==> src/rtl/alu_pipe.sv <==
// Fully pipelined WIDTH-bit ALU, 8 opcodes, fixed STAGES-cycle latency.
// All stages share one stall (out_valid && !out_ready), so results retire in order.
module alu_pipe #(
  parameter int unsigned WIDTH  = 32,
  parameter int unsigned STAGES = 3
) (
  input  logic             clk,
  input  logic             reset,
  input  logic             in_valid,
  output logic             in_ready,
  input  logic [2:0]       opsel,
  input  logic [WIDTH-1:0] in0,
  input  logic [WIDTH-1:0] in1,
  output logic             out_valid,
  input  logic             out_ready,
  output logic [WIDTH-1:0] out
);

  localparam int unsigned SHW  = $clog2(WIDTH);
  localparam int unsigned HALF = WIDTH / 2;

  typedef enum logic [2:0] {
    OP_ADD = 3'd0,
    OP_MUL = 3'd1,
    OP_SUB = 3'd2,
    OP_AND = 3'd3,
    OP_OR  = 3'd4,
    OP_XOR = 3'd5,
    OP_SHL = 3'd6,
    OP_SHR = 3'd7
  } op_e;

  logic [STAGES-1:0] r_valid;
  logic [WIDTH-1:0]  r_res [STAGES];
  logic              r_mul0;
  logic [WIDTH-1:0]  r_plo;
  logic [WIDTH-1:0]  r_phi;

  logic              w_stall;
  logic              w_adv;
  logic              w_take;
  logic [WIDTH-1:0]  w_plo;
  logic [WIDTH-1:0]  w_phi;
  logic [WIDTH-1:0]  w_msum;
  logic [WIDTH-1:0]  w_alu;
  logic [WIDTH-1:0]  w_nxt [STAGES];
  logic [STAGES-1:0] w_en;

  assign w_stall   = r_valid[STAGES-1] && !out_ready;
  assign w_adv     = !w_stall;
  assign w_take    = w_adv && in_valid;
  assign in_ready  = w_adv;
  assign out_valid = r_valid[STAGES-1];
  assign out       = r_res[STAGES-1];

  // Product split on B halves; the halves are summed one stage later when STAGES > 1.
  assign w_plo  = in0 * WIDTH'(in1[HALF-1:0]);
  assign w_phi  = in0 * WIDTH'(in1[WIDTH-1:HALF]);
  assign w_msum = r_plo + (r_phi << HALF);

  // Stage-1 result for every op except a split multiply.
  always_comb begin
    w_alu = '0;
    case (opsel)
      OP_ADD: w_alu = in0 + in1;
      OP_MUL: w_alu = (STAGES == 1) ? (w_plo + (w_phi << HALF)) : '0;
      OP_SUB: w_alu = in0 - in1;
      OP_AND: w_alu = in0 & in1;
      OP_OR:  w_alu = in0 | in1;
      OP_XOR: w_alu = in0 ^ in1;
      OP_SHL: w_alu = in0 << in1[SHW-1:0];
      OP_SHR: w_alu = in0 >> in1[SHW-1:0];
      default: w_alu = '0;
    endcase
  end

  // Per-stage next data and load enables; data registers load only under a valid beat.
  always_comb begin
    w_nxt[0] = w_alu;
    w_en     = '0;
    w_en[0]  = w_take;
    for (int unsigned k = 1; k < STAGES; k++) begin
      w_nxt[k] = (k == 1 && r_mul0) ? w_msum : r_res[k-1];
      w_en[k]  = w_adv && r_valid[k-1];
    end
  end

  always_ff @(posedge clk) begin
    if (reset) begin
      r_valid <= '0;
      r_mul0  <= 1'b0;
      r_plo   <= '0;
      r_phi   <= '0;
      for (int unsigned k = 0; k < STAGES; k++) r_res[k] <= '0;
    end else begin
      if (w_adv) begin
        r_valid[0] <= in_valid;
        for (int unsigned k = 1; k < STAGES; k++) r_valid[k] <= r_valid[k-1];
      end
      for (int unsigned k = 0; k < STAGES; k++) begin
        if (w_en[k]) r_res[k] <= w_nxt[k];
      end
      if (w_take) begin
        r_mul0 <= (opsel == OP_MUL);
        r_plo  <= w_plo;
        r_phi  <= w_phi;
      end
    end
  end

endmodule

==> config.mk <==
export PLATFORM = sky130hd
export DESIGN_NAME = alu_pipe
export DESIGN_NICKNAME = d
export VERILOG_FILES = /design/src/rtl/alu_pipe.sv
export SDC_FILE = /design/constraint.sdc
export NUM_CORES = 2
export LEC_CHECK = 0
export CORE_ASPECT_RATIO = 0.6
export CORE_UTILIZATION = 65
export CTS_BUF_LIST = sky130_fd_sc_hd__clkbuf_8 sky130_fd_sc_hd__clkbuf_16
export CTS_CLUSTER_DIAMETER = 200
export DETAILED_ROUTE_END_ITERATION = 6
export HOLD_SLACK_MARGIN = 0.08
export PLACE_DENSITY = 0.89
export SLEW_MARGIN = 5
export SYNTH_ARGS = -nofsm -noshare
export SYNTH_HDL_FRONTEND = slang
export SYNTH_SLANG_ARGS = --single-unit
==> constraint.sdc <==
create_clock -name clk -period 8.4 [get_ports clk]
set_input_delay 0.84 -clock clk [delete_from_list [all_inputs] [get_ports clk]]
set_output_delay 0.84 -clock clk [all_outputs]
set_load 0.02 [all_outputs]
Yosys cells after proc, flatten, opt, wreduce, memory -nomap -nowiden
Memories as Yosys holds them, arrays and structs flattened.
Index checks and enable logic that the tools add are counted.

word-level totals
  flip-flop bits (word level) = 52
  bits in latches = 0
  RAM bits = 96
  memory bits (read-only) = 0
  bits of input ports = 71
  output and inout port bits = 34
  memories kept = 1

memory list
  memory  words  width  read ports  clocked after Yosys merged registers in  wr ports  line  source
  r_res   3      32     3           0                                        3         34    logic [WIDTH-1:0] r_res [STAGES];

cells by class
  $add $sub $neg = 3
  multiply operators = 2
  div/mod/pow operators = 0
  $lt $le $gt $ge = 0
  equality and inequality tests = 7
  shifts and indexed selects = 2
  mux-type cells = 16
  bitwise logic cells = 6
  reduce and logical (&&, ||, !) cells = 7

operators by type and width
  operator                                                          number
  32-bit case mux with 8 select lines                               1
  32-bit 2-to-1 mux                                                 4
  32-bit adder                                                      2
  32-bit bitwise AND                                                1
  32-bit by 16-bit multiplier with 16-bit output                    1
  32-bit by 16-bit multiplier with 32-bit output                    1
  32-bit bitwise OR                                                 1
  32-bit by 5-bit << shifter with 32-bit output                     1
  32-bit by 5-bit right shift with 32-bit output                    1
  32-bit subtractor                                                 1
  32-bit bitwise XOR                                                1
  3-bit == test (second input constant)                             4
  1-bit 2-to-1 mux                                                  11
  3-bit by 2-bit == test with 1-bit output (second input constant)  2
  1-bit logical AND                                                 4
  3-bit by 1-bit == test with 1-bit output (second input constant)  1
  3-bit logical NOT                                                 1
  1-bit bitwise OR                                                  3
  1-bit logical NOT                                                 2

Logic depth before layout (Yosys ltp)
  word-level depth = 8
  gate-level depth with buffers = 27
  mapped depth without buffers = 23

Worst setup path after synthesis
OpenSTA, ideal clock, no wires.

  path kind = input to register
  from = input in1[2]
  to = register r_plo[31]
  setup time = 117 ps
  arrival = 7,582 ps
  data required time = 8,283 ps
  slack = 701 ps
  stages on the path = 24
  path through = clkbuf_1 -> clkbuf_1 -> buf_1 -> buf_1 -> clkbuf_1 -> nand2_1 -> fa_1 -> fa_1 -> fa_1 -> inv_1 -> fa_1 -> fa_1 -> inv_1 -> fa_1 -> inv_1 -> ha_1 -> a211o_1 -> a2bb2oi_1 -> a2111oi_0 -> nand3_1 -> a41oi_1 -> o21ai_0 -> xnor2_1 -> a22o_1

between the ends
  longest elaborated chain between the ends = 1

RTL lines
  element                                         line  source
  start: declaration                              13    input logic [WIDTH-1:0] in1,
  32-bit by 16-bit multiplier with 32-bit output  57    assign w_plo = in0 * WIDTH'(in1[HALF-1:0]);
  end signal: assignment                          105   r_plo <= w_plo;
  end: declaration                                36    logic [WIDTH-1:0] r_plo;

No other way between the ends.
A chain may end at the register's enable or synchronous reset.

Worst setup path in the final report
  from = input in1[10]
  to = register r_plo[25]

Same word-level chain as after synthesis.

==> results.json <==
{
  "syn_inst": 3315,
  "ys_ff_latch": 148,
  "cts_resized": 0,
  "wl_per_cell_um": 29.7,
  "grt_max_degree": 58,
  "fmax_ghz": 0.131,
  "cts_buffers": 25,
  "drc_errors": 30,
  "start_kind": "input pin",
  "yosys.area.top_type": "fa_1",
  "utilization": 0.713,
  "ys.flop_type": "edfxtp_1",
  "placed_area_um2": 30200,
  "synth_top_area_share": 0.270,
  "dr_total_vias": 27197,
  "fin_ws_ns": 0.772,
  "worst_slew_pin_slew_ns": 1.39,
  "final_nets": 4016,
  "cap_violations": 0,
  "initial_core_util": 0.660,
  "antenna_found_initial": 7,
  "first_pass_iters": 7,
  "synth.yosys.warnings": 0,
  "netlist_top_cells_count": "inv_1, nor2_1, fa_1",
  "row_count": 59,
  "clk_latency_ns": 0.51,
  "dieArea_um2": 44900,
  "worstPathRequired_ns": 8.84,
  "drt.antenna.violating_nets": 0,
  "grtUsageTotal": 0.523,
  "wl_um": 116000,
  "dr.first_iter.drc_count": 4379,
  "status": "complete, but fails checks",
  "fin_crit_sh": 0.908,
  "cts-root-buf": "clkbuf_16",
  "cts_tree": "built",
  "postCtsHoldBufs": 0,
  "final_hold_viol_count": 0,
  "ios": 105,
  "via_per_inst": 6.93,
  "clockBufferDepth": 3,
  "period_needed_ns": 7.63,
  "tns_ns": 0,
  "place_ws_ns": 0.654,
  "violations": "design-rule violations",
  "critPathKind": "input pin to register",
  "synth_edf_count": 96,
  "die_width_um": 273,
  "grt_overflow_total": 0,
  "cts_setup_buffers": 0,
  "path_clk_slew_ns": 0.05,
  "cpMaxStageDelayCell": "clkdlybuf4s50_1",
  "yosysSeqAreaShare": 0.137,
  "die_h_um": 164,
  "grt_pass1_wl_um": 169000,
  "slew_headroom": 0.0474,
  "end_kind": "register",
  "finClkSkew_ns": 0.0338,
  "io_buffers": 104,
  "avgSynthCellArea_um2": 8.63,
  "slowest_delay_ns": 1.18,
  "grt_pass1_vias": 26826,
  "h-tree-depth": 4,
  "power.leakage_nw": 14.3,
  "drv_slew": 0,
  "critPathArrivalTime_ns": 8.06,
  "crit_path_max_fanout": 15,
  "cp_cell_sequence": "clkdlybuf4s50_1, ha_1, inv_1, fa_1, fa_1, fa_1, fa_1, fa_1, fa_1, inv_1, ha_1, nand3_1, a211oi_1, nand4_1, nand2_1, a21oi_1, xnor2_1, a22o_1",
  "finalSetupViolCount": 0,
  "synth.net_count": 3998,
  "layout-drive-gt1-share": 0.0761,
  "final_cell_area_um2": 30900,
  "netlist_top_cells_area": "fa_1, edfxtp_1, ha_1",
  "power_density_nw_per_um2": 423,
  "yosysMostFrequentCell": "inv_1",
  "synth_area_um2": 28600,
  "area_delta_synth_final_pct": 8.04,
  "clock_sinks": 148,
  "synth_cell_type_count": 83,
  "gp_congestion": 1.11,
  "min_path_type": "register to register",
  "hpwlAfterDp_um": 88700,
  "cp_common_cell": "fa_1",
  "core_area_um2": 43300,
  "vdd_drop_max_mv": 1.32,
  "rsz0062_at_grt": "no",
  "ys_async_sr_fraction": 0
}
==> layout make-up <==
type                    count  area [um2]
diodes                      4        10.0
well taps                 579         724
fillers                  3132       12400
multi-input cells        2405       21600
repair buffers            222        1910
inverters                 531        1990
clock inverters             7        58.8
flip-flops and latches    148        3930
clock buffers              26         651
==> sequential cells by signal, indices dropped and copies added (netlist names) <==
register	cells
r_res	96
r_plo	32
r_phi	16
r_valid	3
r_mul0	1
==> worst paths after layout <==
check        startpoint           end  slack (ns)  cells past startpoint
max             in1[10]     r_plo[25]        0.77                     18
min           r_plo[10]     r_plo[10]        0.49                      1
max reg2reg   r_plo[17]  r_res[0][61]        4.83                      9
min reg2reg   r_plo[10]     r_plo[10]        0.49                      1
==> critical path: cells and delay by family <==
kind | cells | cell delay, ns
buf+inv | 3 | 1.33
simple gates | 3 | 0.59
fa+ha+maj | 8 | 3.81
compound gates | 3 | 0.73
xor+xnor | 1 | 0.74
==> through the flow <==
| stage | instances | total power [mW] | hold WS (ns) |
|---|---|---|---|
| 4_1_cts | 3918 | 12.7 | 0.482 |
| 3_3_place_gp | 3885 | 11.4 | 0.442 |
| 5_1_grt | 3918 | 13.9 | 0.499 |
| 6_report | 3922 | 13.1 | 0.488 |
| 2_1_floorplan | 3315 | 8.17 | 0.425 |
| 3_5_place_dp | 3885 | 11.6 | 0.468 |
==> power by group <==
group	internal [mW]	total, mW	switching, mW
logic	4.31	11.1	6.83
registers	0.917	1.03	0.113
clock network	0.577	0.908	0.331
total	5.81	13.1	7.27
==> logic make-up (layout without fill, tap and decap cells) <==
group | Yosys count | count (layout) | synth area share
other cells | 0 | 4 | 0
flops | 148 | 148 | 0.137
mux | 138 | 138 | 0.0745
compound gates | 502 | 502 | 0.120
fa+ha+maj | 612 | 612 | 0.369
simple gates | 1005 | 1005 | 0.146
buf+inv | 762 | 786 | 0.107
xor+xnor | 148 | 148 | 0.0453
==> placed cells by master, fill, tap and decap left out, types with 96 or more instances in the layout <==
cell type	count
inv_1	514
nor2_1	439
fa_1	386
nand2_1	383
ha_1	226
buf_4	120
xnor2_1	116
a21oi_1	114
clkdlybuf4s50_1	99
o21ai_0	96
edfxtp_1	96
==> per-layer routing <==
| metal | track usage | routed length (um) |
|---|---|---|
| met4 | 0.300 | 8870 |
| met5 | 0 | 36 |
| met1 | 0.668 | 40600 |
| met3 | 0.263 | 22200 |
| met2 | 0.713 | 44700 |
(Power assumes the default switching activity.)
